$ cat src/rtl/s_pg_rca_seq_pkg.sv
// Shared types and constants for the chunked signed add/subtract sequencer.
// The optional overflow flag in the top is built only when S_PG_RCA_SEQ_OVF_EN is defined.
package s_pg_rca_seq_pkg;

  localparam int DEF_CHUNK_W    = 24;
  localparam int DEF_NUM_CHUNKS = 4;

  typedef enum logic [1:0] {
    S_IDLE = 2'd0,
    S_RUN  = 2'd1,
    S_DONE = 2'd2
  } state_e;

  // The chunk index register is never narrower than one bit, even for NUM_CHUNKS=1.
  function automatic int idx_w(input int num_chunks);
    return (num_chunks <= 1) ? 1 : $clog2(num_chunks);
  endfunction

endpackage

$ cat src/rtl/s_pg_rca_multiword_seq_pg_rca_chunk.sv
// CHUNK_W-bit unsigned ripple-carry adder slice.
// Each bit uses propagate/generate cells, and the carries are merged with and/or logic.
module pg_rca_chunk #(
  parameter int CHUNK_W = 24
) (
  input  logic [CHUNK_W-1:0] a_i,
  input  logic [CHUNK_W-1:0] b_i,
  input  logic               cin_i,
  output logic [CHUNK_W-1:0] s_o,
  output logic               cout_o
);

  logic [CHUNK_W-1:0] p;
  logic [CHUNK_W-1:0] g;
  logic [CHUNK_W:0]   c;

  assign c[0] = cin_i;

  for (genvar i = 0; i < CHUNK_W; i++) begin : g_bit
    assign p[i]   = a_i[i] ^ b_i[i];
    assign g[i]   = a_i[i] & b_i[i];
    assign c[i+1] = g[i] | (p[i] & c[i]);
    assign s_o[i] = p[i] ^ c[i];
  end

  assign cout_o = c[CHUNK_W];

endmodule

$ cat src/rtl/s_pg_rca_multiword_seq.sv
// Wide signed add/subtract that reuses one CHUNK_W slice, working LSB chunk first.
// Define S_PG_RCA_SEQ_OVF_EN to add the registered ovf output.
module s_pg_rca_multiword_seq
  import s_pg_rca_seq_pkg::*;
#(
  parameter int CHUNK_W    = DEF_CHUNK_W,
  parameter int NUM_CHUNKS = DEF_NUM_CHUNKS
) (
  input  logic                            clk,
  input  logic                            rst_n,
  input  logic                            in_valid,
  output logic                            in_ready,
  input  logic [CHUNK_W*NUM_CHUNKS-1:0]   a,
  input  logic [CHUNK_W*NUM_CHUNKS-1:0]   b,
  input  logic                            sub,
  output logic                            out_valid,
  input  logic                            out_ready,
  output logic [CHUNK_W*NUM_CHUNKS:0]     sum,
`ifdef S_PG_RCA_SEQ_OVF_EN
  output logic                            ovf,
`endif
  output logic                            busy,
  output logic [1:0]                      dbg_state_o
);

  // Handshake: a transfer happens on a rising edge when valid and ready are both high.
  // in_ready and out_valid come only from registered state.
  localparam int W  = CHUNK_W * NUM_CHUNKS;
  localparam int IW = idx_w(NUM_CHUNKS);

  localparam logic [1:0] ST_IDLE = S_IDLE;
  localparam logic [1:0] ST_RUN  = S_RUN;
  localparam logic [1:0] ST_DONE = S_DONE;

  localparam logic [IW-1:0] LAST_IDX = IW'(NUM_CHUNKS - 1);

  logic [1:0]         state_q, state_d;
  logic [W-1:0]       a_q;
  logic [W-1:0]       bm_q;
  logic [W:0]         sum_q;
  logic               carry_q;
  logic [IW-1:0]      idx_q;
  logic [CHUNK_W-1:0] a_ch, b_ch, s_ch;
  logic               cout;
  logic               last_chunk;
  logic               ext_bit;

  assign a_ch       = a_q[idx_q*CHUNK_W +: CHUNK_W];
  assign b_ch       = bm_q[idx_q*CHUNK_W +: CHUNK_W];
  assign last_chunk = (idx_q == LAST_IDX);
  assign ext_bit    = a_q[W-1] ^ bm_q[W-1] ^ cout;

  pg_rca_chunk #(.CHUNK_W(CHUNK_W)) u_chunk (
    .a_i    (a_ch),
    .b_i    (b_ch),
    .cin_i  (carry_q),
    .s_o    (s_ch),
    .cout_o (cout)
  );

  always_comb begin
    state_d = state_q;
    case (state_q)
      ST_IDLE: if (in_valid)   state_d = ST_RUN;
      ST_RUN:  if (last_chunk) state_d = ST_DONE;
      ST_DONE: if (out_ready)  state_d = ST_IDLE;
      default:                 state_d = ST_IDLE;
    endcase
  end

  always_ff @(posedge clk or negedge rst_n) begin
    if (!rst_n) begin
      state_q <= ST_IDLE;
      a_q     <= '0;
      bm_q    <= '0;
      sum_q   <= '0;
      carry_q <= 1'b0;
      idx_q   <= '0;
    end else begin
      state_q <= state_d;
      if (state_q == ST_IDLE && in_valid) begin
        // Subtraction is a + ~b + 1: invert B here and seed the carry with sub.
        a_q     <= a;
        bm_q    <= b ^ {W{sub}};
        carry_q <= sub;
        idx_q   <= '0;
      end else if (state_q == ST_RUN) begin
        sum_q[idx_q*CHUNK_W +: CHUNK_W] <= s_ch;
        carry_q                         <= cout;
        if (last_chunk) begin
          sum_q[W] <= ext_bit;
          idx_q    <= '0;
        end else begin
          idx_q <= idx_q + 1'b1;
        end
      end
    end
  end

`ifdef S_PG_RCA_SEQ_OVF_EN
  logic ovf_q;

  always_ff @(posedge clk or negedge rst_n) begin
    if (!rst_n) begin
      ovf_q <= 1'b0;
    end else if (state_q == ST_RUN && last_chunk) begin
      ovf_q <= ext_bit ^ s_ch[CHUNK_W-1];
    end
  end

  assign ovf = ovf_q;
`endif

  assign in_ready    = (state_q == ST_IDLE);
  assign out_valid   = (state_q == ST_DONE);
  assign busy        = (state_q == ST_RUN) || (state_q == ST_DONE);
  assign sum         = sum_q;
  assign dbg_state_o = state_q;

endmodule

$ cat config.mk
export PLATFORM = sky130hd
export DESIGN_NAME = s_pg_rca_multiword_seq
export DESIGN_NICKNAME = d
export VERILOG_FILES = /design/src/rtl/s_pg_rca_seq_pkg.sv /design/src/rtl/s_pg_rca_multiword_seq_pg_rca_chunk.sv /design/src/rtl/s_pg_rca_multiword_seq.sv
export SDC_FILE = /design/constraint.sdc
export NUM_CORES = 1
export LEC_CHECK = 0
export CORE_ASPECT_RATIO = 1.4
export CORE_UTILIZATION = 35
export CTS_CLUSTER_DIAMETER = 30
export DETAILED_ROUTE_END_ITERATION = 6
export DONT_BUFFER_PORTS = 1
export REMOVE_ABC_BUFFERS = 1
export SYNTH_ARGS = -nofsm -noshare
export SYNTH_HDL_FRONTEND = slang
export SYNTH_SLANG_ARGS = --single-unit
$ cat constraint.sdc
create_clock -name clk -period 12.13 [get_ports clk]
set_clock_uncertainty 0.15 [all_clocks]
set_input_delay 1.8195 -clock clk [delete_from_list [all_inputs] [get_ports clk]]
set_output_delay 1.8195 -clock clk [all_outputs]
set_load 0.01 [all_outputs]
# After elaboration in Yosys (flattened, before gate mapping)
# Cells that the tools add are included.
# W data, S select, Z words.
classes:
  addsub: 2
  multipliers: 1
  n_div: 0
  order_cmp: 0
  n_eq_ne: 6
  shifts: 4
  n_mux: 11
  bitwise_logic: 124
  reduce_logical: 6
ops:
  columns: ["cell", "count"]
  rows:
  - ["$shiftx A96 B8 Y24", 2]
  - ["$bwmux W97", 1]
  - ["$shift A24 B34 Y97 const A", 1]
  - ["$shiftx A24 B34 Y97", 1]
  - ["$xor A96 B96 Y96", 1]
  - ["$xor A1 B1 Y1", 50]
  - ["$and A1 B1 Y1", 48]
  - ["$neg A7 Y34", 1]
  - ["$or A1 B1 Y1", 24]
  - ["$mux W2", 6]
  - ["$pmux W2 S3", 1]
  - ["$eq A2 B2 Y1 const B", 2]
  - ["$mul A2 B2 Y4 const B", 1]
  - ["$ne A2 B2 Y1 const B", 2]
  - ["$mux W1", 3]
  - ["$reduce_and A3 Y1", 1]
  - ["$add A2 B1 Y2 const B", 1]
  - ["$eq A2 B1 Y1 const B", 1]
  - ["$logic_not A2 Y1", 1]
  - ["$ne A2 B1 Y1 const B", 1]
  - ["$reduce_and A2 Y1", 1]
  - ["$reduce_bool A2 Y1", 1]
  - ["$logic_and A1 B1 Y1", 1]
  - ["$logic_or A1 B1 Y1", 1]
  - ["$not A1 Y1", 1]
totals:
  reg_bits: 294
  latchBits: 0
  mem_bits_rw: 0
  rom_bits: 0
  inputBits: 197
  output_inout_bits: 102
  elab_cells: 160
  n_memories: 0

# Longest topological paths before layout
# Gate-level depths: netlist of run 1.
depth:
  depth_word: 53
  depth_mapped: 34
  depth_no_buf: 31

# Hierarchy
# Synthesis of run 1 repeated with hierarchy kept, for this count alone.
hier_totals:
  cells_unflattened: 1349
  hier_area_um2: 14254.9
by_module_without_submodules:
  columns: ["module", "n_inst", "cells_each", "area_each_um2"]
  rows:
  - ["s_pg_rca_multiword_seq", 1, 1315, 13736.9]
  - ["pg_rca_chunk", 1, 34, 518.0]

# Worst setup path before layout of run 1
# Ideal clock, no wire load.
synth_path:
  path_type: "register to register"
  start: "reg idx_q[0]"
  end: "reg sum_q[31] (netlist: sum[31])"
  setup_time_ns: 0.121
  t_arrival_ns: 10.677
  required_time_ns: 11.859
  slack_ns: 1.182
  path_stages_with_launch: 34
  n_path_buf: 3
  synth_period_minus_slack_ns: 10.948
  cell_sequence: "dfrtp_1 -> buf_6 -> buf_6 -> buf_6 -> mux4_2 -> fa_1 -> inv_1 -> fa_1 -> fa_1 -> fa_1 -> fa_1 -> fa_1 -> fa_1 -> fa_1 -> fa_1 -> fa_1 -> fa_1 -> fa_1 -> fa_1 -> fa_1 -> fa_1 -> fa_1 -> fa_1 -> fa_1 -> fa_1 -> fa_1 -> fa_1 -> fa_1 -> fa_1 -> inv_1 -> fa_1 -> o211ai_1 -> a21oi_2 -> a22o_1"
synth_via:
  elab_chain_cells: 52
  word_cells_on_any_way: 124
synth_lines:
  columns: ["element", "line_no", "source"]
  rows:
  - ["start: declaration", "s_pg_rca_multiword_seq.sv:42", "logic [IW-1:0] idx_q;"]
  - ["start signal: assignment", "s_pg_rca_multiword_seq.sv:94", "idx_q <= idx_q + 1'b1;"]
  - ["$mul A2 B2 Y4 (*)", "s_pg_rca_multiword_seq.sv:48, s_pg_rca_multiword_seq.sv:49, s_pg_rca_multiword_seq.sv:88", null]
  - ["$shiftx A96 B8 Y24 (on tied branches)", "s_pg_rca_multiword_seq.sv:48, s_pg_rca_multiword_seq.sv:49", null]
  - ["$xor A1 B1 Y1", "s_pg_rca_multiword_seq_pg_rca_chunk.sv:20", "assign p[i] = a_i[i] ^ b_i[i];"]
  - ["$and A1 B1 Y1", "s_pg_rca_multiword_seq_pg_rca_chunk.sv:22", "assign c[i+1] = g[i] | (p[i] & c[i]);"]
  - ["$or A1 B1 Y1", "s_pg_rca_multiword_seq_pg_rca_chunk.sv:22", null]
  - ["$and A1 B1 Y1", "s_pg_rca_multiword_seq_pg_rca_chunk.sv:22", null]
  - ["$or A1 B1 Y1", "s_pg_rca_multiword_seq_pg_rca_chunk.sv:22", null]
  - ["$and A1 B1 Y1", "s_pg_rca_multiword_seq_pg_rca_chunk.sv:22", null]
  - ["(+36 left out)", null, null]
  - ["$or A1 B1 Y1", "s_pg_rca_multiword_seq_pg_rca_chunk.sv:22", null]
  - ["$and A1 B1 Y1", "s_pg_rca_multiword_seq_pg_rca_chunk.sv:22", null]
  - ["$or A1 B1 Y1", "s_pg_rca_multiword_seq_pg_rca_chunk.sv:22", null]
  - ["$and A1 B1 Y1", "s_pg_rca_multiword_seq_pg_rca_chunk.sv:22", null]
  - ["$or A1 B1 Y1", "s_pg_rca_multiword_seq_pg_rca_chunk.sv:22", null]
  - ["$xor A1 B1 Y1", "s_pg_rca_multiword_seq_pg_rca_chunk.sv:23", "assign s_o[i] = p[i] ^ c[i];"]
  - ["$shiftx A24 B34 Y97", "s_pg_rca_multiword_seq.sv:88", "sum_q[idx_q*CHUNK_W +: CHUNK_W] <= s_ch;"]
  - ["$bwmux W97 (*)", "s_pg_rca_multiword_seq.sv:88", null]
  - ["end signal: indexed assignment", "s_pg_rca_multiword_seq.sv:88", null]
  - ["end signal: indexed assignment", "s_pg_rca_multiword_seq.sv:91", "sum_q[W] <= ext_bit;"]
  - ["end: declaration", "s_pg_rca_multiword_seq.sv:40", "logic [W:0] sum_q;"]
# Every way passes the cells marked *; elsewhere a longest branch is shown, timed or not.
# A chain may end at the register's enable or synchronous reset.

# Worst setup path after layout of run 1
layout_path:
  start: "reg idx_q[0]"
  end: "reg sum_q[71] (netlist: sum[71])"
# Same word-level chain as after synthesis.

==> summary.md, run 1 <==
| Metric | Value |
|---|---|
| Post-CTS sizing | `0` |
| Die height | `244 µm` |
| # setup viols final | `0` |
| Tot Pwr | `6250 µW` |
| CP max stage delay | `0.51 ns` |
| Compound-Gate Fraction of Synth Area | `11.6%` |
| Crit path capture type | `flip-flop` |
| Crit path launch type | `flip-flop` |
| Seq cells post-synth | `294` |
| Drt first pass iters | `4` |
| Final Max Slew Viols | `0` |
| Antenna-violating nets left | `0` |
| Most numerous cell on the critical path | `fa_1` |
| Largest delay share family, worst path | `adder cells` |
| Combinational share of power | `42.4%` |
| Worst Hold Class | `flip-flop to flip-flop` |
| Hold Crit Start | `a_q[87]` |
| DR vias/cell | `5.08` |
| Final WL | `41500 µm` |
| Crit-path slowest cell | `dfrtp_4` |
| Final worst path period share | `94.4%` |
| Post-Synth Simple-Gate Area | `14.4%` |
| Area delta synth->final | `18.2%` |
| Die ar. | `42600 µm²` |
| Port Buf Inserts | `0` |
| GRT overflow | `0` |
| Switching part of the total | `40.3%` |
| Area share of the largest cell type after synthesis | `50.4%` |
| Critical path type | `flip-flop to flip-flop` |
| Std-Cell Rows | `88` |
| Gate Count Post-Synth | `1427` |
| XOR/XNOR Fraction of Synth Area | `5.87%` |
| Critical path data required time | `12.41 ns` |
| Final hold vios | `0` |
| Post-synth EDFFs | `0` |
| Io pins | `299` |
| Min cycle time layout | `11.45 ns` |
| Worst path arrival time | `11.73 ns` |
| Sequential fraction of design power | `27.1%` |
| Ys async rst share | `100%` |
| Core area | `41200 µm²` |
| Nets | `1640` |
| Cts hold-fix bufs | `0` |
| Tot GR Track Use | `19.8%` |
| Routed len/inst | `20.7 µm` |
| Most frequent cell after synthesis | `nand2_1` |
| Main combinational cell family by area after synthesis | `simple AND/OR/NAND/NOR gates` |
| Slew margin rel. | `28.1%` |
| Outcome | `complete, no violations` |
| First-pass GRT wire length | `63100 µm` |
| # DRC | `0` |
| Worst-skew pair later-pin latency | `0.58 ns` |
| Pwr per Cell Area | `362 nW/µm²` |
| Via count | `10200` |
| Psw | `2520 µW` |
| Placed cell count | `1881` |
| Mux contribution to synthesized area | `8.53%` |
| Detailed router's first-iteration violation count | `587` |
| WP buf/inv | `3` |
| Crit-path max FO | `11` |
| Clk buf depth | `3` |
| Initial core utilization | `35.5%` |
| Tightest Pin Transition | `1.08 ns` |
| Layout cells sized above 1 | `14.1%` |
| Clk sinks | `294` |
| P_leak | `0.00776 µW` |
| Final cell count without fillers | `2004` |
| Post-synthesis cell area | `14600 µm²` |
| Initial antenna violation count | `2` |
| Die Width | `175 µm` |
| Setup_tns | `0 ns` |
| Clock Power Share | `30.5%` |
| GP Congestion | `0.826` |
| VDD IR max | `0.168 mV` |
| HPWL Detailed | `29100 µm` |
| Netlist cell types | `54` |
| Clock slew at reported path FFs | `0.05 ns` |
| Setup bufs post-CTS | `0` |
| Final core occ | `41.9%` |
| Top post-synthesis cells by area | `dfrtp_1 (50%), nand2_1 (11%), mux4_2 (7.4%)` |
| Mapped Avg Cell Area | `10.2 µm²` |
| Max Clock Freq | `87.3 MHz` |
| CP Launch Point | `idx_q[0]` |
| Post-synth top cells | `nand2_1 (440), dfrtp_1 (294), o21ai_0 (133), xnor2_1 (98), inv_1 (54)` |
| CTS buffer count | `66` |
| TritonCTS clock tree | `done` |
| Synth Area in Adders | `4.14%` |
| RR Startpoint | `idx_q[0]` |
| Dominant synthesized flop cell | `dfrtp_1` |
| Vias in the first global route | `10600` |
| H-tree levels | `3` |
| RSZ-0062 raised after global routing | `false` |
| Largest net degree at the start of global routing | `295` |
| Cell taking the most area after synthesis | `dfrtp_1` |
| Internal Power | `3730 µW` |
| Clock Tree Root | `clkbuf_16` |
| Sequential share of the synthesized area | `50.4%` |
| Maxcap violations | `0` |
| Syn. warnings | `0` |
## power by group through the flow
stage | Combinational [µW] | Clock, µW | Sequential, µW
after global placement | 2620 | 0 | 1690
final | 2650 | 1910 | 1690
after global routing | 2930 | 1990 | 1750
after floorplan | 1860 | 0 | 1660
after CTS | 2680 | 1940 | 1700
after detailed placement | 2670 | 0 | 1710
## stage by stage
stage / instance area, µm² / hold WS [ns] / setup slack, ns
2_1_floorplan: 14100 / 0.290 / -1.61
3_3_place_gp: 14900 / 0.303 / 0.672
3_5_place_dp: 14900 / 0.308 / 0.518
4_1_cts: 17300 / 0.318 / 0.529
5_1_grt: 17300 / 0.334 / 0.191
6_report: 17300 / 0.317 / 0.678
## state kept, by name (all words and copies together) (netlist names)
register and cells:
sum 97, a_q 96, bm_q 96, dbg_state_o 2, idx_q 2, carry_q 1
## placed cells by master (no fill, tap or decap), drive strengths merged, types with 3 or more instances in the layout
cell and n:
fa 24, clkbuf 82, clkinv 12, mux4 48
nand2 441, dfrtp 294, mux2i 12, ha 10
inv 68, bufinv 11, nor2 31, or3 3
a22o 53, nand2b 6, nand3 7, clkinvlp 4
xnor2 98, a211oi 10, buf 12, a21oi 19
o31ai 7, a2bb2oi 7, o21ai 159, mux2 4
nor2b 11, nor3b 6, nor3 3
## metal layers
metal,vias up,wire length [µm],part of all wire [%],track usage [%]
met5,-,0,0,0
met4,0,2460,5.9,13.8
met3,100,2560,6.2,5.29
met2,346,20100,48,31.8
met1,4985,16400,39,22.8
li1,4744,-,-,-
## worst min-delay path, delay by kind of cell, from the launching register on
family,cells,cell delay (ns)
flip-flops,1,0.33
AND/OR/NAND/NOR,2,0.10
## cell families after synthesis
kind of cell    after synthesis
fa+ha+maj                    34
buf+inv                     154
flops                       294
mux                          64
xor+xnor                     98
compound gates              266
simple gates                517
## worst paths after layout
path / end / slack (ns) / cells after the start
setup / recovery: sum[71] / 0.68 / 31
hold / removal: a_q[87] / 0.32 / 2
setup reg to reg: sum[71] / 0.68 / 31
hold reg to reg: a_q[87] / 0.32 / 2
max in group asynchronous: bm_q[13] / 10.43 / 0
min in group asynchronous: sum[32] / 0.82 / 0
## cell type report
cell class | instances | area [µm²]
clock inverters | 39 | 592
flip-flops and latches | 294 | 7360
inverters | 56 | 210
repair buffers | 12 | 90.1
fillers | 3974 | 23900
clock buffers | 82 | 1800
multi-input cells | 979 | 6530
well taps | 540 | 676
diodes | 2 | 5.00
(Power assumes the default switching activity.)
==> run 2, diff against run 1 <==
--- a/config.mk
+++ b/config.mk
@@ -5,11 +5,11 @@
 export SDC_FILE = /design/constraint.sdc
 export NUM_CORES = 1
 export LEC_CHECK = 0
-export CORE_ASPECT_RATIO = 1.4
 export CORE_UTILIZATION = 35
 export CTS_CLUSTER_DIAMETER = 30
 export DETAILED_ROUTE_END_ITERATION = 6
 export DONT_BUFFER_PORTS = 1
+export PLACE_DENSITY = 0.61
 export REMOVE_ABC_BUFFERS = 1
 export SYNTH_ARGS = -nofsm -noshare
 export SYNTH_HDL_FRONTEND = slang
==> summary.md, run 2 (same netlist as run 1, synthesis figures left out) <==
| Metric | Value |
|---|---|
| RSZ-0062 raised after global routing | `false` |
| Final hold vios | `0` |
| Min cycle time layout | `11.51 ns` |
| Area delta synth->final | `19.7%` |
| Nets | `1648` |
| Clock Tree Root | `clkbuf_16` |
| Met1 GRT Util | `26.5%` |
| Std-Cell Rows | `74` |
| Layout cells sized above 1 | `15.0%` |
| Post-CTS sizing | `0` |
| First-pass GRT wire length | `64200 µm` |
| Setup bufs post-CTS | `0` |
| CP max stage delay | `0.50 ns` |
| Tot Pwr | `6410 µW` |
| Routed len/inst | `20.9 µm` |
| CTS buffer count | `74` |
| H-tree levels | `3` |
| Final Instance Area | `17500 µm²` |
| Maxcap violations | `0` |
| Violated checks | `DRC` |
| Largest net degree at the start of global routing | `295` |
| Initial antenna violation count | `3` |
| P_leak | `0.00788 µW` |
| Internal Power | `3850 µW` |
| Die height | `206 µm` |
| Drt first pass iters | `7` |
| Most numerous cell on the critical path | `fa_1` |
| Tightest Pin Transition | `1.16 ns` |
| Crit path capture type | `flip-flop` |
| Port Buf Inserts | `0` |
| Die Width | `206 µm` |
| Worst path arrival time | `11.81 ns` |
| Reg area | `7360 µm²` |
| Commonest cells after routing, fill and taps aside | `nand2_1 (439), dfrtp_1 (292), o21ai_0 (133)` |
| Critical path type | `flip-flop to flip-flop` |
| VDD IR max | `0.134 mV` |
| Vias in the first global route | `10700` |
| Final Max Slew Viols | `0` |
| Psw | `2560 µW` |
| Via count | `10300` |
| GP Congestion | `0.798` |
| DR vias/cell | `5.10` |
| Met2 Use GR | `31.0%` |
| Final worst path period share | `94.9%` |
| HPWL Detailed | `28900 µm` |
| Outcome | `finished, violations left` |
| Most common cell after layout, fill and taps aside | `nand2_1` |
| Multi-input logic area | `6530 µm²` |
| Grt met3 use | `6.84%` |
| Clk sinks | `294` |
| Initial core utilization | `35.6%` |
| Core area | `41000 µm²` |
| Critical path data required time | `12.43 ns` |
| Crit path launch type | `flip-flop` |
| # DRC | `88` |
| Sequential fraction of design power | `26.4%` |
| TritonCTS clock tree | `done` |
| Worst-skew pair later-pin latency | `0.59 ns` |
| Detailed router's first-iteration violation count | `787` |
| Switching part of the total | `39.9%` |
| Crit-path max FO | `12` |
| Cts hold-fix bufs | `0` |
| Tot GR Track Use | `20.2%` |
| Clock Power Share | `32.0%` |
| Worst Hold Class | `flip-flop to flip-flop` |
| Slew margin rel. | `23.0%` |
| Die ar. | `42600 µm²` |
| Filler cells | `3955` |
| Antenna-violating nets left | `0` |
| # setup viols final | `0` |
| GRT overflow | `0` |
| Max FFs per register | `97` |
| Io pins | `299` |
| Area after DPL | `14900 µm²` |
| Crit-path slowest cell | `dfrtp_4` |
| Global routing's busiest layer | `met2` |
| Setup_tns | `0 ns` |
| Combinational share of power | `41.6%` |
| Pwr per Cell Area | `367 nW/µm²` |
| Max Clock Freq | `86.9 MHz` |
| Clk buf depth | `3` |
| Final WL | `42100 µm` |
| Clock slew at reported path FFs | `0.05 ns` |
-- run 2: cell types whose count changed in the layout (fill, tap and decap cells not counted), sizes merged --
cell	previous run	this run
clkbuf	82	90
clkinv	12	26
diode	2	1
inv	68	60
clkinvlp	4	6
-- run 2: per-layer routing --
| layer | vias to the layer above | wire length, µm | part of all wire (%) |
|---|---|---|---|
| met5 | - | 31 | 0.074 |
| li1 | 4777 | - | - |
| met2 | 374 | 19100 | 45 |
| met3 | 66 | 3840 | 9.1 |
| met1 | 5044 | 18200 | 43 |
| met4 | 4 | 906 | 2.2 |
-- run 2: power by group through the flow --
stage	logic (µW)	registers (µW)	clock network [µW]
after floorplan	1860	1660	0
final	2660	1690	2050
after detailed placement	2670	1710	0
after global placement	2620	1690	0
after CTS	2690	1700	2080
after global routing	2950	1750	2140
-- run 2: final cells by class --
cell class	count	area share (%)
well taps	532	3.81
multi-input cells	979	37.3
inverters	56	1.20
clock buffers	90	11.5
diodes	1	0.0143
clock inverters	47	3.54
flip-flops and latches	294	42.1
repair buffers	12	0.515
-- run 2: critical path, delay by kind of cell (launching register included) --
family / cells / cell delay [ns]
AOI/OAI and AO/OA: 3 / 0.44
adders and majority gates: 23 / 9.43
buffers and inverters: 3 / 0.37
DFF: 1 / 0.50
muxes: 1 / 0.35
and+or+nand+nor: 1 / 0.13
-- run 2: stage by stage --
step / hold WS [ns] / cells / util (%) / setup WS (ns)
after floorplan: 0.290 / 1329 / - / -1.61
after global placement: 0.303 / 1873 / 36.2 / 0.779
after detailed placement: 0.309 / 1873 / 36.2 / 0.528
after CTS: 0.320 / 2010 / 42.6 / 0.528
after global routing: 0.333 / 2010 / 42.6 / 0.178
final: 0.318 / 2011 / 42.6 / 0.621
-- run 2: path summary, 6_finish.rpt --
| check | startpoint | end | slack (ns) | cells after the start |
|---|---|---|---|---|
| max | idx_q[0] | sum[7] | 0.62 | 31 |
| min | a_q[58] | a_q[58] | 0.32 | 2 |
| max reg2reg | idx_q[0] | sum[7] | 0.62 | 31 |
| min reg2reg | a_q[58] | a_q[58] | 0.32 | 2 |
| max in group asynchronous | rst_n | idx_q[0] | 10.66 | 0 |
| min in group asynchronous | rst_n | bm_q[37] | 0.80 | 0 |
